File: config.mk
export PLATFORM = sky130hd
export DESIGN_NAME = block_dispatcher
export DESIGN_NICKNAME = d
export VERILOG_FILES = /design/src/rtl/block_dispatcher.sv
export SDC_FILE = /design/constraint.sdc
export NUM_CORES = 1
export LEC_CHECK = 0
export CELL_PAD_IN_SITES_DETAIL_PLACEMENT = 0
export CELL_PAD_IN_SITES_GLOBAL_PLACEMENT = 1
export CORE_ASPECT_RATIO = 0.7
export CORE_MARGIN = 2
export CORE_UTILIZATION = 40
export DETAILED_ROUTE_END_ITERATION = 12
export GPL_TIMING_DRIVEN = 0
export PLACE_DENSITY = 0.78
export SLEW_MARGIN = 30
export SYNTH_ARGS = -nofsm -noshare
export SYNTH_HDL_FRONTEND = slang
export SYNTH_SLANG_ARGS = --single-unit
File: constraint.sdc
create_clock -name clk -period 4.8 [get_ports clk]
set_input_delay 1.44 -clock clk [delete_from_list [all_inputs] [get_ports clk]]
set_output_delay 1.44 -clock clk [all_outputs]
set_load 0.01 [all_outputs]
File: src/rtl/block_dispatcher.sv
// block_dispatcher: splits a kernel launch into fixed-size thread
// blocks, hands them to compute cores and tracks their completion.
module block_dispatcher #(
  parameter  int NUM_CORES         = 2,
  parameter  int THREADS_PER_BLOCK = 4,
  localparam int TC_W = $clog2(THREADS_PER_BLOCK) + 1
) (
  input  logic                      clk,
  input  logic                      reset,
  input  logic                      start,
  input  logic [7:0]                thread_count,
  input  logic [NUM_CORES-1:0]      core_done,
  output logic [NUM_CORES-1:0]      core_start,
  output logic [NUM_CORES*8-1:0]    core_block_id,
  output logic [NUM_CORES*TC_W-1:0] core_thread_count,
  output logic                      busy,
  output logic                      done
);

  localparam int LOG = $clog2(THREADS_PER_BLOCK);
  localparam int IDX_W = (NUM_CORES > 1) ? $clog2(NUM_CORES) : 1;
  localparam logic [7:0] MASK = 8'(THREADS_PER_BLOCK - 1);
  localparam logic [TC_W-1:0] FULL = TC_W'(THREADS_PER_BLOCK);

  typedef enum logic [1:0] {
    IDLE,
    DISPATCH,
    WAIT,
    DONE
  } state_t;

  state_t state;

  logic [7:0]           tc_q;
  logic [7:0]           dispatched;
  logic [7:0]           finished;
  logic [NUM_CORES-1:0] core_busy;

  logic [7:0]           rem;
  logic [7:0]           total;
  logic [IDX_W-1:0]     pick;
  logic                 pick_ok;
  logic                 do_disp;
  logic                 last;
  logic [TC_W-1:0]      blk_cnt;
  logic [NUM_CORES-1:0] grant;
  logic [NUM_CORES-1:0] fin;
  logic [7:0]           fin_cnt;
  logic [7:0]           disp_nx;
  logic [7:0]           fin_nx;
  logic [NUM_CORES-1:0] busy_nx;

  // Ceiling division by a power of two: shift plus a partial-block bit.
  assign rem   = tc_q & MASK;
  assign total = (tc_q >> LOG) + {7'd0, |rem};

  always_comb begin
    pick    = '0;
    pick_ok = 1'b0;
    for (int i = NUM_CORES - 1; i >= 0; i--) begin
      if (!core_busy[i]) begin
        pick    = IDX_W'(i);
        pick_ok = 1'b1;
      end
    end
  end

  assign do_disp = (state == DISPATCH) && pick_ok
                   && (dispatched < total);
  assign last    = (dispatched == total - 8'd1);
  assign blk_cnt = (last && rem != 8'd0) ? TC_W'(rem) : FULL;

  always_comb begin
    grant = '0;
    for (int i = 0; i < NUM_CORES; i++) begin
      if (do_disp && pick == IDX_W'(i)) grant[i] = 1'b1;
    end
  end

  // Only a core that actually holds a block may retire one.
  assign fin = core_done & core_busy;

  always_comb begin
    fin_cnt = '0;
    for (int i = 0; i < NUM_CORES; i++) begin
      fin_cnt = fin_cnt + {7'd0, fin[i]};
    end
  end

  assign disp_nx = dispatched + {7'd0, do_disp};
  assign fin_nx  = finished + fin_cnt;
  assign busy_nx = (core_busy & ~fin) | grant;

  always_ff @(posedge clk or negedge reset) begin
    if (!reset) begin
      state             <= IDLE;
      tc_q              <= '0;
      dispatched        <= '0;
      finished          <= '0;
      core_busy         <= '0;
      core_start        <= '0;
      core_block_id     <= '0;
      core_thread_count <= '0;
      busy              <= 1'b0;
      done              <= 1'b0;
    end else begin
      core_start <= grant;
      unique case (state)
        IDLE: begin
          if (start) begin
            tc_q       <= thread_count;
            dispatched <= '0;
            finished   <= '0;
            core_busy  <= '0;
            if (thread_count == 8'd0) begin
              state <= DONE;
              done  <= 1'b1;
            end else begin
              state <= DISPATCH;
              busy  <= 1'b1;
            end
          end
        end
        DISPATCH, WAIT: begin
          core_busy  <= busy_nx;
          dispatched <= disp_nx;
          finished   <= fin_nx;
          for (int i = 0; i < NUM_CORES; i++) begin
            if (grant[i]) begin
              core_block_id[i*8 +: 8]           <= dispatched;
              core_thread_count[i*TC_W +: TC_W] <= blk_cnt;
            end
          end
          if (state == DISPATCH) begin
            if (disp_nx == total) state <= WAIT;
          end else if (fin_nx == total) begin
            state <= DONE;
            busy  <= 1'b0;
            done  <= 1'b1;
          end
        end
        DONE: begin
          if (!start) begin
            state <= IDLE;
            done  <= 1'b0;
          end
        end
        default: state <= IDLE;
      endcase
    end
  end

endmodule

== Word level (Yosys, flattened, before mapping) ==
Cells that the tools add are included.
Storage, ports and cells
  register bits: 54
  input bits: 13
  output and inout bits: 26
  logic and storage cells: 84
Cells by class
  add/sub/neg operators: 5
  magnitude comparators: 1
  eq/ne operators: 14
  muxes and demuxes: 29
  bitwise logic cells: 5
  reduce and logical (&&, ||, !) cells: 18
Operators by type and width (number)
  8-bit one-hot mux with 2 select lines: 2
  8-bit by 7-bit == test with 1-bit output: 2
  1-bit 2-to-1 mux: 14
  2-bit 2-to-1 mux: 7
  2-bit inequality test, second input constant: 6
  5-bit AND reduction: 2
  8-bit by 1-bit adder with 8-bit output: 1
  8-bit by 2-bit adder with 8-bit output: 1
  8-bit == test: 1
  8-bit zero test: 1
  8-bit by 7-bit less-than comparator with 1-bit output: 1
  8-bit 2-to-1 mux: 1
  2-bit AND reduction: 4
  8-bit nonzero test: 1
  7-bit by 1-bit subtractor with 8-bit output, second input constant: 1
  6-bit by 1-bit adder with 7-bit output: 1
  3-bit inequality test, second input constant: 2
  2-bit one-hot mux with 3 select lines: 1
  1-bit logical AND: 5
  2-bit AND: 2
  2-bit == test, second input constant: 2
  2-bit one-hot mux with 2 select lines: 1
  4-bit AND reduction: 1
  2-bit OR reduction: 2
  other kinds (10): 10

== Logic depth before layout (Yosys ltp) ==
Gate-level depths: netlist of the first run.
  word-level depth: 9
  depth in mapped cells: 21
  depth with buffers taken out: 21

== Worst setup path after synthesis of the first run ==
No wires, ideal clock.
  kind: flip-flop to flip-flop
  start: reg tc_q[1]
  end: reg state[1]
  library setup time: 128 ps
  arrival time: 4393 ps
  required time: 4672 ps
  slack: 279 ps
  stages on the path, launching flop included: 22
  path buffers: 0
  period minus slack after synthesis: 4521 ps
  cells stage by stage: dfrtp_1 > inv_1 > nand2_1 > ha_1 > nand2_2 > nor3_2 > clkinv_2 > ha_1 > a22oi_1 > nand3_1 > a211oi_1 > a2bb2oi_2 > inv_1 > ha_1 > ha_1 > nand3_1 > nor3_2 > xnor3_1 > or4b_1 > a221oi_2 > o211ai_1 > mux2_1
Between the ends
  longest elaborated chain between the ends: 8
  elaborated cells on any way between the ends: 10
  classes of those cells: add/sub: 2; order compare: 1; eq/ne: 4; reduce/logical: 3
RTL lines
  start, declared: RTL line 34  | logic [7:0] tc_q;
  start signal, assigned: RTL line 111  | tc_q <= thread_count;
  2-bit OR reduction (*): RTL line 55  | assign total = (tc_q >> LOG) + {7'd0, |rem};
  6-bit by 1-bit adder with 7-bit output (*): RTL line 55
  8-bit by 7-bit less-than comparator with 1-bit output: RTL line 69  | && (dispatched < total);
  1-bit logical AND: RTL line 69
  8-bit by 1-bit adder with 8-bit output: RTL line 90  | assign disp_nx = dispatched + {7'd0, do_disp};
  8-bit by 7-bit == test with 1-bit output: RTL line 135  | if (disp_nx == total) state <= WAIT;
  3-bit inequality test (no line)
  4-bit AND reduction (no line) (*)
  end signal, assigned: RTL line 96  | state <= IDLE;
  end signal, assigned: RTL line 135
  end signal, assigned: RTL line 137  | state <= DONE;
  end, declared: RTL line 32  | state_t state;
Every way passes the cells marked *; elsewhere a longest branch is shown, timed or not.
A chain may end at the register's enable or synchronous reset.

== Final worst setup path of the first run ==
Same ends and word-level chain as after synthesis.

==> results of run 1 <==
-- placed cells by master (no fill, tap or decap), types with 4 or more instances in the layout --
cell type / synthesis / final
inv_1: 13 / 13
nor3_1: 11 / 11
clkbuf_16: 0 / 5
o31ai_1: 6 / 6
nor2_1: 12 / 12
clkbuf_1: 13 / 14
nand2b_1: 6 / 6
buf_4: 1 / 8
ha_4: 0 / 4
buf_2: 5 / 5
clkdlybuf4s50_1: 0 / 36
xor2_1: 6 / 6
or3_1: 5 / 5
ha_1: 15 / 11
nor4_1: 4 / 4
o21ai_0: 27 / 26
dfrtp_1: 54 / 54
a32o_1: 5 / 5
mux2_2: 19 / 19
nand2_1: 25 / 24
nand3_1: 12 / 10
a21oi_1: 8 / 8
nor3_4: 1 / 4
xnor2_1: 19 / 19
nand4_1: 5 / 5
mux2i_1: 7 / 7
nor2b_1: 5 / 5
-- layer usage --
metal  routed length (um)  up-vias
li1                     -     1379
met1                 4576     1411
met2                 3715       97
met3                  568       12
met4                   70        0
met5                    0        -
-- worst min-delay path by stage --
| stage | startpoint | endpoint | cells after the start |
|---|---|---|---|
| final | core_thread_count[0]$_DFFE_PN0P_ | core_thread_count[0]$_DFFE_PN0P_ | 2 |
| after global routing | core_thread_count[0]$_DFFE_PN0P_ | core_thread_count[0]$_DFFE_PN0P_ | 2 |
| after CTS | core_thread_count[0]$_DFFE_PN0P_ | core_thread_count[0]$_DFFE_PN0P_ | 2 |
| after detailed placement | core_thread_count[0]$_DFFE_PN0P_ | core_thread_count[0]$_DFFE_PN0P_ | 2 |
| after global placement | core_thread_count[0]$_DFFE_PN0P_ | core_thread_count[0]$_DFFE_PN0P_ | 2 |
| after floorplan | tc_q[0]$_DFFE_PN0P_ | tc_q[0]$_DFFE_PN0P_ | 1 |
-- worst max-delay path, delay by kind of cell (launching register included) --
kind                       cells  cell delay [ns]
AOI/OAI and AO/OA              5             0.99
DFF                            1             0.34
xor gates and xnor gates       1             0.24
and+or+nand+nor                7             1.45
adders and majority gates      4             0.82
muxes                          1             0.34
buffers and inverters          3             0.30
-- registers in the layout, indices dropped and copies added (netlist names) --
register,cells
done,1
core_block_id,16
core_thread_count,6
core_busy,2
tc_q,8
core_start,2
busy,1
state,2
dispatched,8
finished,8
-- cell families after synthesis --
family | Yosys count
simple gates | 110
compound gates | 79
flops | 54
buf+inv | 37
xor+xnor | 30
mux | 29
fa+ha+maj | 16
-- timing repair --
action | CTS | global route
buffers inserted | 3 | 3
hold buffers | 0 | 0
resized for setup | 13 | 8
endpoints found under the setup margin | 2 | 2
pin swaps | 7 | 5
-- stage by stage --
stage,power [mW],hold slack [ns]
2_1_floorplan,1.969,0.4794
3_3_place_gp,2.459,0.4712
3_5_place_dp,2.479,0.4798
4_1_cts,2.948,0.4953
5_1_grt,3.231,0.5193
6_report,3.000,0.4880
-- report_power, final --
part | total, mW | switching, mW | leakage [nW] | internal, mW
registers | 0.724 | 0.131 | 0.699 | 0.594
logic | 1.92 | 1.03 | 1.06 | 0.881
clock network | 0.360 | 0.166 | 0.0708 | 0.194
total | 3.00 | 1.33 | 1.83 | 1.67
-- area by class of cell --
class	instances	area, um2
tap	120	150.1
timing repair buffer	44	432.9
clock inverter	2	13.76
buffer	20	92.59
fill	776	4136
multi-input combinational	264	2142
sequential	54	1351
clock buffer	6	128.9
inverter	17	65.06
==> metrics.csv, run 1 <==
stage,metric,value,unit
status,outcome,"complete, no violations",
cts,"Clk pin slew, worst setup/hold paths",0.06,ns
worst_setup_path,r2r endpoint,state[1]$_DFFE_PN0P_,
worst_setup_path,most frequent cell on the critical path,ha_4,
placed_design,GPL Wtd Cong,0.8897,
grt,vias in the first global route,2605,
worst_setup_path,worst reg2reg setup slack,0.19,ns
grt,antenna violations before repair,0,
placed_design,Placed Area,4070,um2
cts,root buf cell,clkbuf_16,
worst_setup_path,worst flop-to-flop path startpoint,tc_q[1]$_DFFE_PN0P_,
timing,relative slew slack,59.44,%
power,pwr dens,685.4,nW/um2
synth,"Top FF cell, synth",dfrtp_1,
grt,first-pass GRT wire length,14.13,mm
timing,Tmin final,4.612,ns
cts,CTS buffer count,5,
grt,met2 Use GR,27.97,%
worst_setup_path,crit path capture,state[1]$_DFFE_PN0P_,
synth,post-synth top area share,38.26,%
worst_setup_path,crit path DAT,4.79,ns
worst_setup_path,Crit Path Max Fanout,7,
drt,post-route ant nets,0,
cts,H-tree levels,2,
cts,largest buffer count on any clock path,2,
finish,layout cells sized above 1,18.43,%
timing,Finish-stage setup viols,0,
synth,largest family of logic cells by synthesized area,simple AND/OR/NAND/NOR gates,
synth,post-synthesis simple-gate area fraction,17.50,%
worst_setup_path,Critical Path End Type,flip-flop,
timing,worst slew pin tran,0.6044,ns
synth,"Async S/R FF share, synth",100.0,%
floorplanning,Starting Density,41.49,%
synth,post-synthesis cell type count,66,
synth,largest cells by area after synthesis,"dfrtp_1 38%, mux2_2 6.1%, ha_1 5.3%, xnor2_1 4.7%, o21ai_0 3.8%",
finish,diodes inserted,0,
timing,Post-Route Skew,0.007945,ns
grt,largest net degree at the start of global routing,38,
finish,Nets,435,
cts,# clock sinks,54,
timing,setup_tns,0,ns
synth,Commonest cells post-synth,"54 x dfrtp_1, 27 x o21ai_0, 25 x nand2_1",
finish,"final std cell area, no fill",4377,um2
placed_design,HPWL after detailed placement,6.670,mm
flow_run,Max Cap Viol,0,
synth,Post-synth EDFFs,0,
synth,Syn Std Cell Area,3532,um2
placed_design,pre-CTS WS,-0.5501,ns
synth,"count leader, synth",dfrtp_1,
floorplanning,CORE AREA,8513,um2
drt,drt total wl,8.931,mm
grt,total congestion overflow,0,
drt,drt initial violations,208,
synth,cell accounting for the most synthesized area,dfrtp_1,
power,Static Leak,1.826,nW
synth,post-synthesis mux area share,9.210,%
worst_setup_path,WS Path Type,flip-flop to flip-flop,
worst_setup_path,Worst R2R Path Depth,21,
floorplanning,I/O pin cnt,39,
cts,Clock Latency Late Sink,0.30,ns
worst_setup_path,Critical Path Slowest Stage Cell,or4b_1,
synth,Synth Area in Compound Gates,15.66,%
timing,Max Slew Vio Count,0,
synth,Yosys reg bits,54,
floorplanning,Die ar.,9610,um2
placed_design,# placed instances,513,
drt,DRC,0,
synth,"Net Count, Synth",384,
synth,Ys Warns,0,
drt,via/cell ratio,5.501,
worst_setup_path,Worst Setup Start Kind,flip-flop,
synth,sequential share of the synthesized area,38.26,%
floorplanning,die height,82.62,um
worst_setup_path,CP peak stage delay,0.54,ns
floorplanning,Die W,116.3,um
synth,Cells after Synth,355,
power,maximum VDD drop,0.0003502,V
worst_setup_path,CP startpoint,tc_q[1]$_DFFE_PN0P_,
synth,Synth Area per Inst,9.950,um2
drt,Via Count,2899,
placed_design,Port Buffers,37,
cts,CTS tree,built,
timing,"Hold Violations, Final",0,
timing,Fmax,216.8,MHz
synth,Synth Area in XOR/XNOR,9.033,%
grt,GRT busiest layer,met1,
floorplanning,Rows,28,
worst_setup_path,CP cell instances,"inv_1, nand2_2, ha_4, nand2_2, nor3_4, clkinv_2, ha_1, a22oi_2, nand3_2, a211oi_4, a2bb2oi_4, inv_1, ha_4, ha_4, nand3_4, nor3_4, xnor3_1, or4b_1, a221oi_2, o211ai_1, mux2_1",
worst_setup_path,Required @ worst endpoint,4.97,ns
timing,min setup slack post-route,0.1877,ns
timing,final worst path period share,96.09,%
drt,WL per Instance,16.95,um
grt,GR Layer Usage met1,30.02,%
synth,adder-cell area share of the yosys netlist,5.880,%
finish,fin util,51.41,%
finish,Layout Cells excl Fill,527,
finish,Area Growth Syn to Fin,23.91,%
min_path,Min-Delay Path Class,flip-flop to flip-flop,
grt,M3 GR Usage,4.672,%
drt,first-pass detailed-route iteration total,6,
grt,gr usage total,19.50,%
No activity file was read; power rests on OpenSTA's default activity.
==> run 2: changes to the inputs <==
--- a/config.mk
+++ b/config.mk
@@ -12,8 +12,9 @@
 export CORE_UTILIZATION = 40
 export DETAILED_ROUTE_END_ITERATION = 12
 export GPL_TIMING_DRIVEN = 0
-export PLACE_DENSITY = 0.78
+export PLACE_DENSITY = 0.85
 export SLEW_MARGIN = 30
 export SYNTH_ARGS = -nofsm -noshare
 export SYNTH_HDL_FRONTEND = slang
 export SYNTH_SLANG_ARGS = --single-unit
+export TNS_END_PERCENT = 100
==> run 2 against run 1 <==
  * Clock power down 2%
  * Sequential power hardly changed
  * Non-clock buffer count increased by 2
  * Final area grew 0.34%
  * First-iteration DRC count rose by 17%
  * Worst setup slack better by 0.060 ns
  * Clock skew hardly changed
  * Via count shrank 0.41%
  * Sequential share of layout area decreased by 0.11 points
  * Final cell count is 0.19% higher
  * Fmax rose by 1.3%
  * Critical path type unchanged
  * Largest power group unchanged
==> metrics.csv, run 2 (synthesis gave the netlist of run 1 again) <==
stage,metric,value,unit,change
worst_setup_path,Critical Path Slowest Stage Cell,or4b_1,,
cts,Clock Latency Late Sink,0.30,ns,about the same
timing,Max Slew Vio Count,0,,unchanged
timing,"Hold Violations, Final",0,,unchanged
drt,post-route ant nets,0,,unchanged
floorplanning,Die ar.,9610,um2,unchanged
drt,drt initial violations,243,,+17%
drt,first-pass detailed-route iteration total,4,,-2
drt,WL per Instance,16.81,um,-0.83%
finish,most frequent cells in the layout,"54 x dfrtp_1, 36 x clkdlybuf4s50_1, 27 x o21ai_0",,
floorplanning,Starting Density,41.49,%,unchanged
timing,Post-Route Skew,0.007812,ns,-0.0001331 ns
power,Static Leak,1.829,nW,+0.17%
worst_setup_path,WS Path Type,flip-flop to flip-flop,,
placed_design,HPWL after detailed placement,6.728,mm,+0.87%
cts,largest buffer count on any clock path,2,,unchanged
placed_design,GPL Wtd Cong,0.8812,,-0.96%
drt,drt total wl,8.874,mm,-0.64%
drt,DRC,0,,unchanged
finish,layout cells sized above 1,18.63,%,+0.20 points
timing,min setup slack post-route,0.2478,ns,+0.06010 ns
drt,wl on met1,4.561,mm,-0.33%
floorplanning,die height,82.62,um,unchanged
cts,# clock sinks,54,,unchanged
power,pwr dens,684.3,nW/um2,-0.16%
drt,Via Count,2887,,-0.41%
placed_design,Port Buffers,37,,unchanged
finish,max reg flops,16,,unchanged
timing,Fmax,219.7,MHz,+1.3%
grt,largest net degree at the start of global routing,30,,-21%
grt,antenna violations before repair,0,,unchanged
timing,worst slew pin tran,0.6171,ns,+0.01273 ns
drt,top sig layer,met4,,
placed_design,pre-CTS WS,-0.6088,ns,-0.05868 ns
grt,gr usage total,20.04,%,+0.54 points
timing,Tmin final,4.552,ns,-0.06010 ns
finish,diodes inserted,0,,unchanged
finish,"commonest non-fill, non-tap cell in the layout",dfrtp_1,,
worst_setup_path,CP cell instances,"inv_1, nand2_2, ha_4, nand2_2, nor3_4, clkinv_2, ha_1, a22oi_2, nand3_2, a211oi_4, a2bb2oi_4, inv_1, ha_4, ha_4, nand3_4, nor3_4, xnor3_1, or4b_1, a221oi_2, o211ai_1, mux2_1",,
power,overall power,3.005,mW,+0.18%
cts,CTS tree,built,,
power,maximum VDD drop,0.0002411,V,-31%
timing,Finish-stage setup viols,0,,unchanged
timing,RSZ-0062 raised after global routing,no,,
cts,root buf cell,clkbuf_16,,
status,outcome,"complete, no violations",,
worst_setup_path,Required @ worst endpoint,4.98,ns,about the same
worst_setup_path,most frequent cell on the critical path,ha_4,,
worst_setup_path,Buf/Inv on CP,3,,unchanged
floorplanning,CORE AREA,8513,um2,unchanged
drt,routed wl met3,608,um,+7.0%
timing,final worst path period share,94.84,%,-1.3 points
worst_setup_path,critical path's top delay family,simple AND/OR/NAND/NOR gates,,
grt,first-pass GRT wire length,14.62,mm,+3.5%
timing,relative slew slack,58.58,%,-0.85 points
worst_setup_path,Crit Path Max Fanout,5,,-2
drt,met2 wire len,3.601,mm,-3.1%
worst_setup_path,CP peak stage delay,0.54,ns,about the same
timing,setup_tns,0,ns,unchanged
floorplanning,Rows,28,,unchanged
cts,CTS buffer count,5,,unchanged
worst_setup_path,crit path DAT,4.73,ns,-0.06 ns
flow_run,Max Cap Viol,0,,unchanged
cts,H-tree levels,2,,unchanged
finish,Largest Register,core_block_id,,
min_path,Min-Delay Path Class,flip-flop to flip-flop,,
floorplanning,Die W,116.3,um,unchanged
worst_setup_path,Worst Setup Start Kind,flip-flop,,
grt,vias in the first global route,2739,,+5.1%
cts,"Clk pin slew, worst setup/hold paths",0.06,ns,about the same
grt,total congestion overflow,0,,unchanged
finish,Nets,437,,+0.46%
timing,Min Hold Slack,0.4943,ns,+0.006284 ns
drt,via/cell ratio,5.468,,-0.60%
finish,Area Growth Syn to Fin,24.34,%,
worst_setup_path,Critical Path End Type,flip-flop,,
floorplanning,I/O pin cnt,39,,unchanged
==> run 2: cell count changes in the layout (fill, tap and decap cells not counted) <==
cell	previous run	this run
buf_4	8	10
clkinv_2	2	1
clkinv_4	1	0
clkinvlp_4	0	1
o21a_2	1	0
o21a_4	0	1
o21ai_0	26	27
o21ai_1	2	1
==> run 2: final timing paths <==
check	depth (start not counted)	start	end	slack, ns
max in group asynchronous	2	reset	core_busy[1]$_DFFE_PN0P_	3.27
max	21	tc_q[0]$_DFFE_PN0P_	state[1]$_DFFE_PN0P_	0.25
min	2	core_thread_count[1]$_DFFE_PN0P_	core_thread_count[1]$_DFFE_PN0P_	0.49
min in group asynchronous	1	reset	tc_q[0]$_DFFE_PN0P_	1.06
min reg2reg	2	core_thread_count[1]$_DFFE_PN0P_	core_thread_count[1]$_DFFE_PN0P_	0.49
max reg2reg	21	tc_q[0]$_DFFE_PN0P_	state[1]$_DFFE_PN0P_	0.25
==> run 2: metrics by stage <==
step	instances	util (%)	cell area (um2)
floorplan	355	-	3532
global placement	512	47.60	4053
detailed placement	513	47.81	4070
CTS	523	50.65	4312
global route	528	51.59	4392
finish	528	51.59	4392
==> run 2: area by class of cell <==
type	count	area [um2]
fill	784	4121
multi-input combinational	264	2148
sequential	54	1351
timing repair buffer	46	447.9
tap	120	150.1
clock buffer	6	128.9
buffer	20	92.59
inverter	17	65.06
clock inverter	1	7.507
==> run 2: report_power, final <==
part / internal (mW) / switching, mW / leakage, nW
Combinational: 0.898 / 1.03 / 1.07
Clock: 0.191 / 0.162 / 0.0629
Sequential: 0.594 / 0.133 / 0.699
Total: 1.68 / 1.32 / 1.83
==> run 2: worst register-to-register path: stages (launching register included) <==
cell       delay [ns]
dfrtp_1          0.35
inv_1            0.08
nand2_2          0.13
ha_4             0.17
nand2_2          0.09
nor3_4           0.23
clkinv_2         0.12
ha_1             0.31
a22oi_2          0.14
nand3_2          0.17
a211oi_4         0.28
a2bb2oi_4        0.09
inv_1            0.09
ha_4             0.15
ha_4             0.16
nand3_4          0.12
nor3_4           0.17
xnor3_1          0.24
or4b_1           0.54
a221oi_2         0.29
o211ai_1         0.17
mux2_1           0.34
==> run 2: repair_timing <==
action                                 in CTS  in global routing
pin swaps                                   6                  7
buffers inserted                            3                  5
endpoints found under the hold margin       0                  0
setup endpoints to repair                   2                  2
hold buffers                                0                  0
gates resized for setup                    14                  6
==> run 2: layer usage <==
metal  GRT usage [%]  vias to the layer above
met4           5.595                        0
met3           3.942                       10
met1           31.18                     1408
met2           27.79                       78
li1                -                     1391
met5               0                        -
==> run 3: changes to the inputs <==
--- a/config.mk
+++ b/config.mk
@@ -5,14 +5,13 @@
 export SDC_FILE = /design/constraint.sdc
 export NUM_CORES = 1
 export LEC_CHECK = 0
-export CELL_PAD_IN_SITES_DETAIL_PLACEMENT = 0
+export CELL_PAD_IN_SITES_DETAIL_PLACEMENT = 1
 export CELL_PAD_IN_SITES_GLOBAL_PLACEMENT = 1
 export CORE_ASPECT_RATIO = 0.7
 export CORE_MARGIN = 2
 export CORE_UTILIZATION = 40
 export DETAILED_ROUTE_END_ITERATION = 12
-export GPL_TIMING_DRIVEN = 0
-export PLACE_DENSITY = 0.85
+export PLACE_DENSITY_LB_ADDON = 0.1
 export SLEW_MARGIN = 30
 export SYNTH_ARGS = -nofsm -noshare
 export SYNTH_HDL_FRONTEND = slang
==> run 3 against run 2 <==
  * Power grew 0.59%
  * Clock power increased by 5.7%
  * Clock skew is 0.0013 ns higher
  * Clock-buffer cell count is 1 lower
  * Global-route usage increased by 3.0 points
  * Final area is 2.0% lower
  * Sequential share of layout area rose by 0.64 points
  * Routed wire length rose by 16%
  * Hold slack better by 0.016 ns
==> metrics.csv, run 3 (synthesis gave the netlist of run 1 again) <==
stage,metric,value,unit,change
timing,"Hold Violations, Final",0,,unchanged
timing,Post-Route Skew,0.009136,ns,+0.001324 ns
finish,fin util,50.54,%,-1.0 points
worst_setup_path,Critical Path Slowest Stage Cell,or4b_1,,
worst_setup_path,CP cell instances,"inv_1, nand2_2, ha_2, nand3_4, nor3_4, nor2_2, ha_1, a22oi_1, nand3_1, a211oi_2, a2bb2oi_2, inv_1, ha_4, ha_4, nand3_1, nor3_2, xnor3_1, or4b_1, a221oi_2, o211ai_1, mux2_1",,
finish,Area Growth Syn to Fin,21.82,%,
floorplanning,Die W,116.3,um,unchanged
finish,"commonest non-fill, non-tap cell in the layout",dfrtp_1,,
min_path,Min-Delay Path Class,flip-flop to flip-flop,,
finish,Largest Register,core_block_id,,
placed_design,HPWL after detailed placement,7.741,mm,+15%
finish,diodes inserted,0,,unchanged
drt,DRC,0,,unchanged
finish,layout cells sized above 1,19.35,%,+0.72 points
worst_setup_path,Crit Path Max Fanout,5,,unchanged
timing,Tmin final,4.530,ns,-0.02214 ns
power,pwr dens,702.5,nW/um2,+2.7%
cts,H-tree levels,2,,unchanged
drt,post-route ant nets,0,,unchanged
timing,final worst path period share,94.38,%,-0.46 points
power,overall power,3.023,mW,+0.59%
grt,antenna violations before repair,0,,unchanged
timing,Finish-stage setup viols,0,,unchanged
floorplanning,die height,82.62,um,unchanged
drt,via/cell ratio,5.610,,+2.6%
flow_run,Max Cap Viol,0,,unchanged
drt,drt total wl,10.27,mm,+16%
worst_setup_path,CP peak stage delay,0.55,ns,about the same
status,outcome,"complete, no violations",,
worst_setup_path,critical path's top delay family,simple AND/OR/NAND/NOR gates,,
grt,first-pass GRT wire length,16.60,mm,+14%
timing,setup_tns,0,ns,unchanged
timing,Max Slew Vio Count,0,,unchanged
worst_setup_path,crit path DAT,4.71,ns,-0.02 ns
placed_design,Placed Area,4081,um2,+0.28%
floorplanning,CORE AREA,8513,um2,unchanged
grt,largest net degree at the start of global routing,35,,+17%
floorplanning,Starting Density,41.49,%,unchanged
finish,"final std cell area, no fill",4303,um2,-2.0%
drt,first-pass detailed-route iteration total,5,,+1
finish,Nets,426,,-2.5%
worst_setup_path,Critical Path End Type,flip-flop,,
drt,Via Count,2906,,+0.66%
worst_setup_path,Required @ worst endpoint,4.98,ns,about the same
power,Static Leak,1.797,nW,-1.8%
cts,CTS tree,built,,
finish,most frequent cells in the layout,"54 x dfrtp_1, 37 x clkdlybuf4s50_1, 27 x o21ai_0",,
cts,"Clk pin slew, worst setup/hold paths",0.08,ns,+0.02 ns
worst_setup_path,WS Path Type,flip-flop to flip-flop,,
finish,max reg flops,16,,unchanged
drt,WL per Instance,19.82,um,+18%
timing,Fmax,220.7,MHz,+0.49%
grt,gr usage total,23.03,%,+3.0 points
cts,root buf cell,clkbuf_16,,
placed_design,# placed instances,508,,-0.97%
timing,relative slew slack,51.09,%,-7.5 points
floorplanning,Rows,28,,unchanged
timing,worst slew pin tran,0.7336,ns,+0.1165 ns
power,maximum VDD drop,0.0002909,V,+21%
drt,drt initial violations,157,,-35%
placed_design,Port Buffers,38,,+2.7%
cts,# clock sinks,54,,unchanged
placed_design,GPL Wtd Cong,0.8987,,+2.0%
worst_setup_path,Buf/Inv on CP,2,,-1
cts,Clock Latency Late Sink,0.30,ns,about the same
grt,total congestion overflow,0,,unchanged
cts,largest buffer count on any clock path,2,,unchanged
finish,filler instances,964,,+23%
worst_setup_path,Worst Setup Start Kind,flip-flop,,
cts,CTS buffer count,5,,unchanged
floorplanning,Die ar.,9610,um2,unchanged
floorplanning,I/O pin cnt,39,,unchanged
finish,Layout Cells excl Fill,518,,-1.9%
grt,vias in the first global route,3026,,+10%
[run 3: cell types whose count changed in the layout (fill, tap and decap cells not counted), sizes merged]
cell and change:
clkinvlp +1, clkdlybuf4s50 +1, inv +1, buf +1, clkbuf -14
[run 3: worst reg2reg max path: stages (launching register included)]
cell       delay, ns
dfrtp_1         0.36
inv_1           0.08
nand2_2         0.10
ha_2            0.21
nand3_4         0.14
nor3_4          0.23
nor2_2          0.10
ha_1            0.19
a22oi_1         0.15
nand3_1         0.17
a211oi_2        0.23
a2bb2oi_2       0.09
inv_1           0.10
ha_4            0.17
ha_4            0.15
nand3_1         0.12
nor3_2          0.29
xnor3_1         0.25
or4b_1          0.55
a221oi_2        0.28
o211ai_1        0.13
mux2_1          0.34
[run 3: metrics by stage]
step | hold WS, ns | setup slack, ns
floorplan | 0.4794 | 0.2792
global placement | 0.4839 | 0.2460
detailed placement | 0.4909 | 0.08725
CTS | 0.5159 | 0.05068
global route | 0.5286 | -0.02562
finish | 0.5100 | 0.2699
[run 3: where the power goes]
group | switching, mW | internal [mW] | total (mW)
clock | 0.177 | 0.196 | 0.373
combinational | 1.02 | 0.866 | 1.89
sequential | 0.169 | 0.593 | 0.762
[run 3: final cells by class]
class / count / area [um2] / area share (%)
Multi-Input combinational cell: 264 / 2085 / 48.44
Sequential cell: 54 / 1351 / 31.40
Timing Repair Buffer: 55 / 503.0 / 11.69
Tap cell: 120 / 150.1 / 3.489
Clock buffer: 5 / 125.1 / 2.908
Inverter: 17 / 65.06 / 1.512
Clock inverter: 3 / 23.77 / 0.5525
[run 3: path summary, 6_finish.rpt]
path | startpoint | end | slack (ns) | cells after the start
setup reg to reg | tc_q[1]$_DFFE_PN0P_ | state[1]$_DFFE_PN0P_ | 0.27 | 21
hold reg to reg | core_block_id[6]$_DFFE_PN0P_ | core_block_id[6]$_DFFE_PN0P_ | 0.51 | 1
min in group asynchronous | reset | state[1]$_DFFE_PN0P_ | 1.12 | 1
setup / recovery | tc_q[1]$_DFFE_PN0P_ | state[1]$_DFFE_PN0P_ | 0.27 | 21
hold / removal | core_block_id[6]$_DFFE_PN0P_ | core_block_id[6]$_DFFE_PN0P_ | 0.51 | 1
max in group asynchronous | reset | core_block_id[10]$_DFFE_PN0P_ | 2.86 | 2
[run 3: timing repair]
| item | CTS | global route |
|---|---|---|
| buffers inserted | 0 | 2 |
| hold buffers | 0 | 0 |
| endpoints found under the setup margin | 0 | 2 |
| resized for setup | 0 | 11 |
[run 3: routing by layer]
metal | track usage (%) | up-vias | wire, um
li1 | - | 1362 | -
met1 | 33.44 | 1457 | 5048
met2 | 37.09 | 75 | 4540
met3 | 3.723 | 12 | 530
met4 | 3.452 | 0 | 148
met5 | 0 | - | 0
